<file path="src/rtl/conv_stream_feeder.sv">
// Host-side feeder for the convolution accelerator: replays a word buffer with
// header/kernel/stream load timing, then collects the 32-bit result stream.
module conv_stream_feeder #(
  parameter int unsigned DEPTH      = 16,
  parameter int unsigned RES_DEPTH  = 16,
  parameter int unsigned HDR_CYCLES = 3,
  parameter int unsigned KER_CYCLES = 2,
  parameter int unsigned TIMEOUT    = 255
) (
  input  logic                           clk,
  input  logic                           rst,
  input  logic                           wr_en,
  input  logic [$clog2(DEPTH)-1:0]       wr_addr,
  input  logic [127:0]                   wr_data,
  input  logic [$clog2(DEPTH):0]         num_words,
  input  logic [$clog2(RES_DEPTH):0]     exp_results,
  input  logic                           start,
  output logic                           control,
  output logic [127:0]                   data_in,
  input  logic                           acc_valid,
  input  logic                           acc_done,
  input  logic [31:0]                    acc_data,
  output logic                           busy,
  output logic                           finished,
  output logic                           err,
  output logic [$clog2(RES_DEPTH):0]     res_count,
  input  logic [$clog2(RES_DEPTH)-1:0]   res_rd_addr,
  output logic [31:0]                    res_rd_data
);

  localparam int unsigned AW  = $clog2(DEPTH);
  localparam int unsigned NW  = AW + 1;
  localparam int unsigned RAW = $clog2(RES_DEPTH);
  localparam int unsigned RCW = RAW + 1;
  localparam int unsigned PW  = 8;
  localparam int unsigned TW  = $clog2(TIMEOUT + 1);

  typedef enum logic [2:0] {
    S_IDLE, S_HDR, S_KER, S_STREAM, S_COLLECT, S_FIN
  } state_e;

  state_e           state_q, state_d;
  logic [PW-1:0]    ph_q, ph_d;
  logic [NW-1:0]    widx_q, widx_d;
  logic [NW-1:0]    nw_q, nw_d;
  logic [RCW-1:0]   exp_q, exp_d;
  logic [RCW-1:0]   res_cnt_q, res_cnt_d;
  logic [TW-1:0]    idle_q, idle_d;
  logic             err_q, err_d;
  logic             control_q, control_d;
  logic [127:0]     data_in_q, data_in_d;
  logic             busy_q, busy_d;
  logic             finished_q, finished_d;
  logic [31:0]      res_rd_data_q;
  logic             cap_we;
  logic [NW-1:0]    widx_nxt;

  logic [127:0]     word_mem [DEPTH];
  logic [31:0]      res_mem  [RES_DEPTH];

  always_comb begin
    state_d    = state_q;
    ph_d       = ph_q;
    widx_d     = widx_q;
    nw_d       = nw_q;
    exp_d      = exp_q;
    res_cnt_d  = res_cnt_q;
    idle_d     = idle_q;
    err_d      = err_q;
    control_d  = control_q;
    data_in_d  = data_in_q;
    cap_we     = 1'b0;
    widx_nxt   = widx_q + NW'(1);

    // Capture runs in every active state; a full buffer drops and flags.
    if (state_q != S_IDLE && acc_valid) begin
      if (res_cnt_q == RCW'(RES_DEPTH)) begin
        err_d = 1'b1;
      end else begin
        cap_we    = 1'b1;
        res_cnt_d = res_cnt_q + RCW'(1);
      end
    end

    case (state_q)
      S_IDLE: begin
        if (start) begin
          nw_d      = num_words;
          exp_d     = exp_results;
          res_cnt_d = '0;
          ph_d      = '0;
          if (num_words < NW'(2) || num_words > NW'(DEPTH)) begin
            err_d     = 1'b1;
            state_d   = S_FIN;
            control_d = 1'b0;
            data_in_d = '0;
          end else begin
            err_d     = 1'b0;
            state_d   = S_HDR;
            control_d = 1'b1;
            data_in_d = word_mem[AW'(0)];
          end
        end
      end
      S_HDR: begin
        if (ph_q == PW'(HDR_CYCLES - 1)) begin
          ph_d      = '0;
          state_d   = S_KER;
          data_in_d = word_mem[AW'(1)];
        end else begin
          ph_d = ph_q + PW'(1);
        end
      end
      S_KER: begin
        if (ph_q == PW'(KER_CYCLES - 1)) begin
          ph_d = '0;
          if (nw_q == NW'(2)) begin
            state_d = S_COLLECT;
            idle_d  = '0;
          end else begin
            state_d   = S_STREAM;
            widx_d    = NW'(2);
            data_in_d = word_mem[AW'(2)];
          end
        end else begin
          ph_d = ph_q + PW'(1);
        end
      end
      S_STREAM: begin
        if (widx_q == nw_q - NW'(1)) begin
          state_d = S_COLLECT;
          idle_d  = '0;
        end else begin
          widx_d    = widx_nxt;
          data_in_d = word_mem[widx_nxt[AW-1:0]];
        end
      end
      S_COLLECT: begin
        idle_d = acc_valid ? '0 : idle_q + TW'(1);
        // Post-capture count is used so the final result exits on its own edge.
        if (res_cnt_d == exp_q || acc_done) begin
          state_d   = S_FIN;
          control_d = 1'b0;
          data_in_d = '0;
        end else if (!acc_valid && (idle_q + TW'(1)) == TW'(TIMEOUT)) begin
          state_d   = S_FIN;
          control_d = 1'b0;
          data_in_d = '0;
          err_d     = 1'b1;
        end
      end
      S_FIN: begin
        state_d = S_IDLE;
      end
      default: begin
        state_d   = S_IDLE;
        control_d = 1'b0;
        data_in_d = '0;
      end
    endcase

    busy_d     = (state_d != S_IDLE);
    finished_d = (state_q == S_FIN);
  end

  always_ff @(posedge clk or negedge rst) begin
    if (!rst) begin
      state_q       <= S_IDLE;
      ph_q          <= '0;
      widx_q        <= '0;
      nw_q          <= '0;
      exp_q         <= '0;
      res_cnt_q     <= '0;
      idle_q        <= '0;
      err_q         <= 1'b0;
      control_q     <= 1'b0;
      data_in_q     <= '0;
      busy_q        <= 1'b0;
      finished_q    <= 1'b0;
      res_rd_data_q <= '0;
    end else begin
      state_q       <= state_d;
      ph_q          <= ph_d;
      widx_q        <= widx_d;
      nw_q          <= nw_d;
      exp_q         <= exp_d;
      res_cnt_q     <= res_cnt_d;
      idle_q        <= idle_d;
      err_q         <= err_d;
      control_q     <= control_d;
      data_in_q     <= data_in_d;
      busy_q        <= busy_d;
      finished_q    <= finished_d;
      res_rd_data_q <= res_mem[res_rd_addr];
    end
  end

  always_ff @(posedge clk) begin
    if (wr_en && state_q == S_IDLE) begin
      word_mem[wr_addr] <= wr_data;
    end
    if (cap_we) begin
      res_mem[res_cnt_q[RAW-1:0]] <= acc_data;
    end
  end

  assign control     = control_q;
  assign data_in     = data_in_q;
  assign busy        = busy_q;
  assign finished    = finished_q;
  assign err         = err_q;
  assign res_count   = res_cnt_q;
  assign res_rd_data = res_rd_data_q;

endmodule
</file>
<file path="config.mk">
export PLATFORM = sky130hd
export DESIGN_NAME = conv_stream_feeder
export DESIGN_NICKNAME = d
export VERILOG_FILES = /design/src/rtl/conv_stream_feeder.sv
export SDC_FILE = /design/constraint.sdc
export NUM_CORES = 2
export LEC_CHECK = 0
export CORE_ASPECT_RATIO = 0.5
export CORE_MARGIN = 2
export CORE_UTILIZATION = 45
export DETAILED_ROUTE_END_ITERATION = 6
export GPL_ROUTABILITY_DRIVEN = 0
export PLACE_DENSITY_LB_ADDON = 0.12
export SKIP_LAST_GASP = 1
export SYNTH_ARGS = -nofsm -noshare
export SYNTH_HDL_FRONTEND = slang
export SYNTH_SLANG_ARGS = --single-unit
</file>
<file path="constraint.sdc">
create_clock -name clk -period 29 [get_ports clk]
set_input_delay 5.8 -clock clk [delete_from_list [all_inputs] [get_ports clk]]
set_output_delay 5.8 -clock clk [all_outputs]
set_load 0.02 [all_outputs]
</file>
==> insert_results.sql <==
INSERT INTO impl_metrics (metric_group, metric, value, unit) VALUES
('setup_path', 'timing_worst_setup_path_type', 'input port to flop', ''),
('global_routing', 'global_route.usage.total', '22.9', '%'),
('route', 'postRouteWirelength', '279000', 'µm'),
('final_layout', 'layout.core_utilization', '51.8', '%'),
('setup_path', 'arrival', '9.73', 'ns'),
('die', 'io_pins', '353', ''),
('clocking', 'cts.root.buffer_cell', 'sky130_fd_sc_hd__clkbuf_16', ''),
('die', 'coreArea', '0.236', 'mm²'),
('power', 'peakVddDrop', '0.121', 'mV'),
('yosys', 'mappedNetlistNets', '5268', ''),
('global_routing', 'groute.layer.met2.usage', '39.2', '%'),
('placement', 'placement.io_buffers', '352', ''),
('yosys', 'yosysWarnings', '0', ''),
('power', 'p_leak', '39.3', 'nW'),
('setup_path', 'r2r.worst_path.cells', '10', ''),
('clocking', 'post_cts_resized', '0', ''),
('placement', 'post-dp-hpwl', '140000', 'µm'),
('yosys', 'synth.yosys.seq_area_share', '76.5', '%'),
('clocking', 'cts_post_setup_buffers_inserted', '0', ''),
('run', 'max-cap-violations', '0', ''),
('global_routing', 'global_route.usage.met3', '3.29', '%'),
('final_layout', 'proportion_of_layout_cells_with_a_drive_suffix_above_1', '20.9', '%'),
('clocking', 'clock_sinks', '2763', ''),
('sta', 'clock_skew', '0.0793', 'ns'),
('run_status', 'status', 'finished with violations', ''),
('yosys', 'post_synth_num_cell_types', '65', ''),
('sta', 'achievable-frequency', '0.108', 'GHz'),
('die', 'fp.dieArea', '0.242', 'mm²'),
('sta', 'tightestPinTransition', '1.20', 'ns'),
('sta', 'fin_setup_tns', '0', 'ns'),
('clocking', 'clkTransAtPathRegs', '0.07', 'ns'),
('sta', 'grt_setup_unrepaired', 'no', ''),
('global_routing', 'met1_usage', '31.6', '%'),
('clocking', 'clk_path_buf_depth', '4', ''),
('final_layout', 'synthToLayoutAreaGrowth', '14.3', '%'),
('sta', 'finalSetupViolCount', '0', ''),
('yosys', 'postSynth.topFlopCell', 'sky130_fd_sc_hd__edfxtp_1', ''),
('route', 'dr_total_vias', '54000', ''),
('route', 'final_antenna_net_count', '0', ''),
('final_layout', 'design.final.nets', '5649', ''),
('route', 'drc', '3', ''),
('sta', 'min_period_over_period', '31.9', '%'),
('power', 'power.density_cell_area', '95.3', 'mW/mm²'),
('hold_path', 'whs_path_depth', '1', ''),
('clocking', 'clkLatencyLatePin', '0.91', 'ns'),
('die', 'rows', '126', ''),
('global_routing', 'grt_busiest_layer', 'met2', ''),
('clocking', 'cts-buffers-inserted', '247', ''),
('global_routing', 'number_of_antenna_violations_at_the_first_check_in_global_routing', '22', ''),
('setup_path', 'timing.critical_path.to_type', 'flop', ''),
('sta', 'maxSlewHeadroom', '20.3', '%'),
('global_routing', 'globalRouteOverflowTotal', '0', ''),
('run_status', 'violations', 'design-rule violations', ''),
('die', 'floorplan.initialDensity', '45.3', '%'),
('sta', 'maxSlewViolCount', '0', ''),
('yosys', 'summed_instance_area_of_the_synthesized_netlist', '0.107', 'mm²'),
('route', 'first_pass_drt_iterations', '7', ''),
('route', 'routedWlPerCell', '31.7', 'µm'),
('sta', 'period_needed', '9.26', 'ns'),
('route', 'viasPerCell', '6.14', ''),
('sta', 'report.final.hold_viol_count', '0', ''),
('clocking', 'tritoncts_clock_tree', 'yes', ''),
('yosys', 'ys_seq_elements', '2763', ''),
('die', 'die_w', '694', 'µm'),
('yosys', 'syn-instance-count', '5072', ''),
('setup_path', 'critical_path_required', '29.48', 'ns'),
('die', 'die_height', '349', 'µm'),
('clocking', 'hold_buffers', '0', ''),
('clocking', 'htree_levels', '4', ''),
('hold_path', 'hold_class', 'flop to flop', ''),
('global_routing', 'grt_pass1_wl', '403000', 'µm'),
('setup_path', 'critical_path.startpoint_type', 'input port', ''),
('route', 'detailedRoute.firstIterationViolations', '5566', ''),
('yosys', 'synth_async_sr_flop_share', '7.35', '%'),
('setup_path', 'worstPathMaxFanout', '54', ''),
('yosys', 'syn_area_per_cell', '21.1', 'µm²'),
('global_routing', 'grt_start_max_net_pins', '114', ''),
('global_routing', 'first_global_vias', '56600', ''),
('yosys', 'synth_edf_count', '2560', '');
## worst max-delay path, cell delays in order
cell and delay (ns):
sky130_fd_sc_hd__clkdlybuf4s50_1 0.57, sky130_fd_sc_hd__nand2_1 0.12, sky130_fd_sc_hd__nor2_1 0.17, sky130_fd_sc_hd__nand2_1 0.23
sky130_fd_sc_hd__nor2_4 0.92, sky130_fd_sc_hd__buf_4 0.88, sky130_fd_sc_hd__buf_4 0.92
## Yosys cell counts, types with 4 or more instances
cell                       instances  area share [%]
sky130_fd_sc_hd__edfxtp_1       2560              72
sky130_fd_sc_hd__mux4_2          672              14
sky130_fd_sc_hd__inv_1           267            0.94
sky130_fd_sc_hd__dfrtp_1         203             4.7
sky130_fd_sc_hd__clkbuf_1        199            0.70
sky130_fd_sc_hd__o21ai_0         158            0.74
sky130_fd_sc_hd__a211oi_1        131            0.92
sky130_fd_sc_hd__a21boi_0        131            0.92
sky130_fd_sc_hd__a222oi_1        128             1.2
sky130_fd_sc_hd__a22o_1          128             1.0
sky130_fd_sc_hd__o22ai_1         127            0.74
sky130_fd_sc_hd__buf_2            64            0.30
sky130_fd_sc_hd__nor2_1           40            0.14
sky130_fd_sc_hd__buf_1            39            0.14
sky130_fd_sc_hd__nand2_1          28           0.098
sky130_fd_sc_hd__nor3_1           14           0.065
sky130_fd_sc_hd__buf_6            13            0.14
sky130_fd_sc_hd__nand3_1          13           0.061
sky130_fd_sc_hd__and3_1           12           0.070
sky130_fd_sc_hd__ha_1             12            0.14
sky130_fd_sc_hd__xnor2_1          12           0.098
sky130_fd_sc_hd__and2_1           10           0.058
sky130_fd_sc_hd__mux2_2            9           0.095
sky130_fd_sc_hd__nand2b_1          8           0.047
sky130_fd_sc_hd__o31ai_1           8           0.056
sky130_fd_sc_hd__xor2_1            8           0.065
sky130_fd_sc_hd__a21oi_1           6           0.028
sky130_fd_sc_hd__nor2b_1           6           0.035
sky130_fd_sc_hd__nor4_1            6           0.035
sky130_fd_sc_hd__a31oi_1           4           0.023
sky130_fd_sc_hd__or3_1             4           0.023
## sequential cells by signal, summed over array words and instances (netlist names), 3 cells and up
register and cells:
data_in 128, word_mem 2048, res_count 5, res_rd_data 32, widx_q 5, idle_q 8, nw_q 5, state_q 3
res_mem 512, exp_q 5, ph_q 8
## logic make-up after synthesis
kind of cell	after synthesis	synth area share, %
compound gates	845	5.89
buf+inv	587	2.23
mux	682	14.2
xor+xnor	21	0.186
simple gates	162	0.804
flops	2763	76.5
fa+ha+maj	12	0.140
## layer usage
| layer | wire, µm | vias up | share of wire [%] |
|---|---|---|---|
| li1 | - | 22100 | - |
| met1 | 117000 | 29500 | 42 |
| met2 | 140000 | 1912 | 50 |
| met3 | 16300 | 416 | 5.9 |
| met4 | 5840 | 4 | 2.1 |
| met5 | 27 | - | 0.0097 |
## layout make-up
cell class | count | area, µm²
fill | 18500 | 114000
sequential | 2763 | 82000
clock buffer | 337 | 6810
tap | 3136 | 3920
timing repair buffer | 452 | 4520
inverter | 267 | 1000
clock inverter | 119 | 1200
antenna | 4 | 10.0
multi-input combinational | 1722 | 23000
## layout by cell type, fill, tap and decap left out, types with 82 or more instances in the layout
cell                                 n
sky130_fd_sc_hd__a211oi_1          131
sky130_fd_sc_hd__a21boi_0          131
sky130_fd_sc_hd__a222oi_1          128
sky130_fd_sc_hd__a22o_1            128
sky130_fd_sc_hd__buf_4              82
sky130_fd_sc_hd__clkbuf_16         253
sky130_fd_sc_hd__clkdlybuf4s50_1   347
sky130_fd_sc_hd__dfrtp_1           202
sky130_fd_sc_hd__edfxtp_1         2560
sky130_fd_sc_hd__inv_1             267
sky130_fd_sc_hd__mux4_2            672
sky130_fd_sc_hd__o21ai_0           158
sky130_fd_sc_hd__o22ai_1           127
## metrics by stage
step	power [mW]	hold slack, ns	cells	setup slack, ns	area [µm²]
6_report	11.7	0.482	8800	19.74	122000
5_1_grt	12.1	0.505	8798	19.55	122000
4_1_cts	11.8	0.484	8796	19.71	122000
3_5_place_dp	8.49	0.477	8340	18.79	114000
3_3_place_gp	8.45	0.466	8340	18.66	114000
2_1_floorplan	7.21	0.448	5072	13.34	107000
## worst paths after layout
path	start	to	slack, ns
min in group asynchronous	rst	res_rd_data[5]	4.85
hold reg to reg	idle_q[7]	idle_q[7]	0.48
hold / removal	idle_q[7]	idle_q[7]	0.48
setup / recovery	wr_en	word_mem[6][79]	19.74
max in group asynchronous	rst	data_in[101]	22.17
setup reg to reg	widx_q[0]	data_in[65]	22.57
## power breakdown
group	leakage [nW]	internal, mW	total [mW]	switching [mW]
sequential	25.6	4.57	4.74	0.166
clock	3.91	1.85	3.30	1.45
combinational	9.76	1.55	3.63	2.09
No activity file was read; power rests on OpenSTA's default activity.
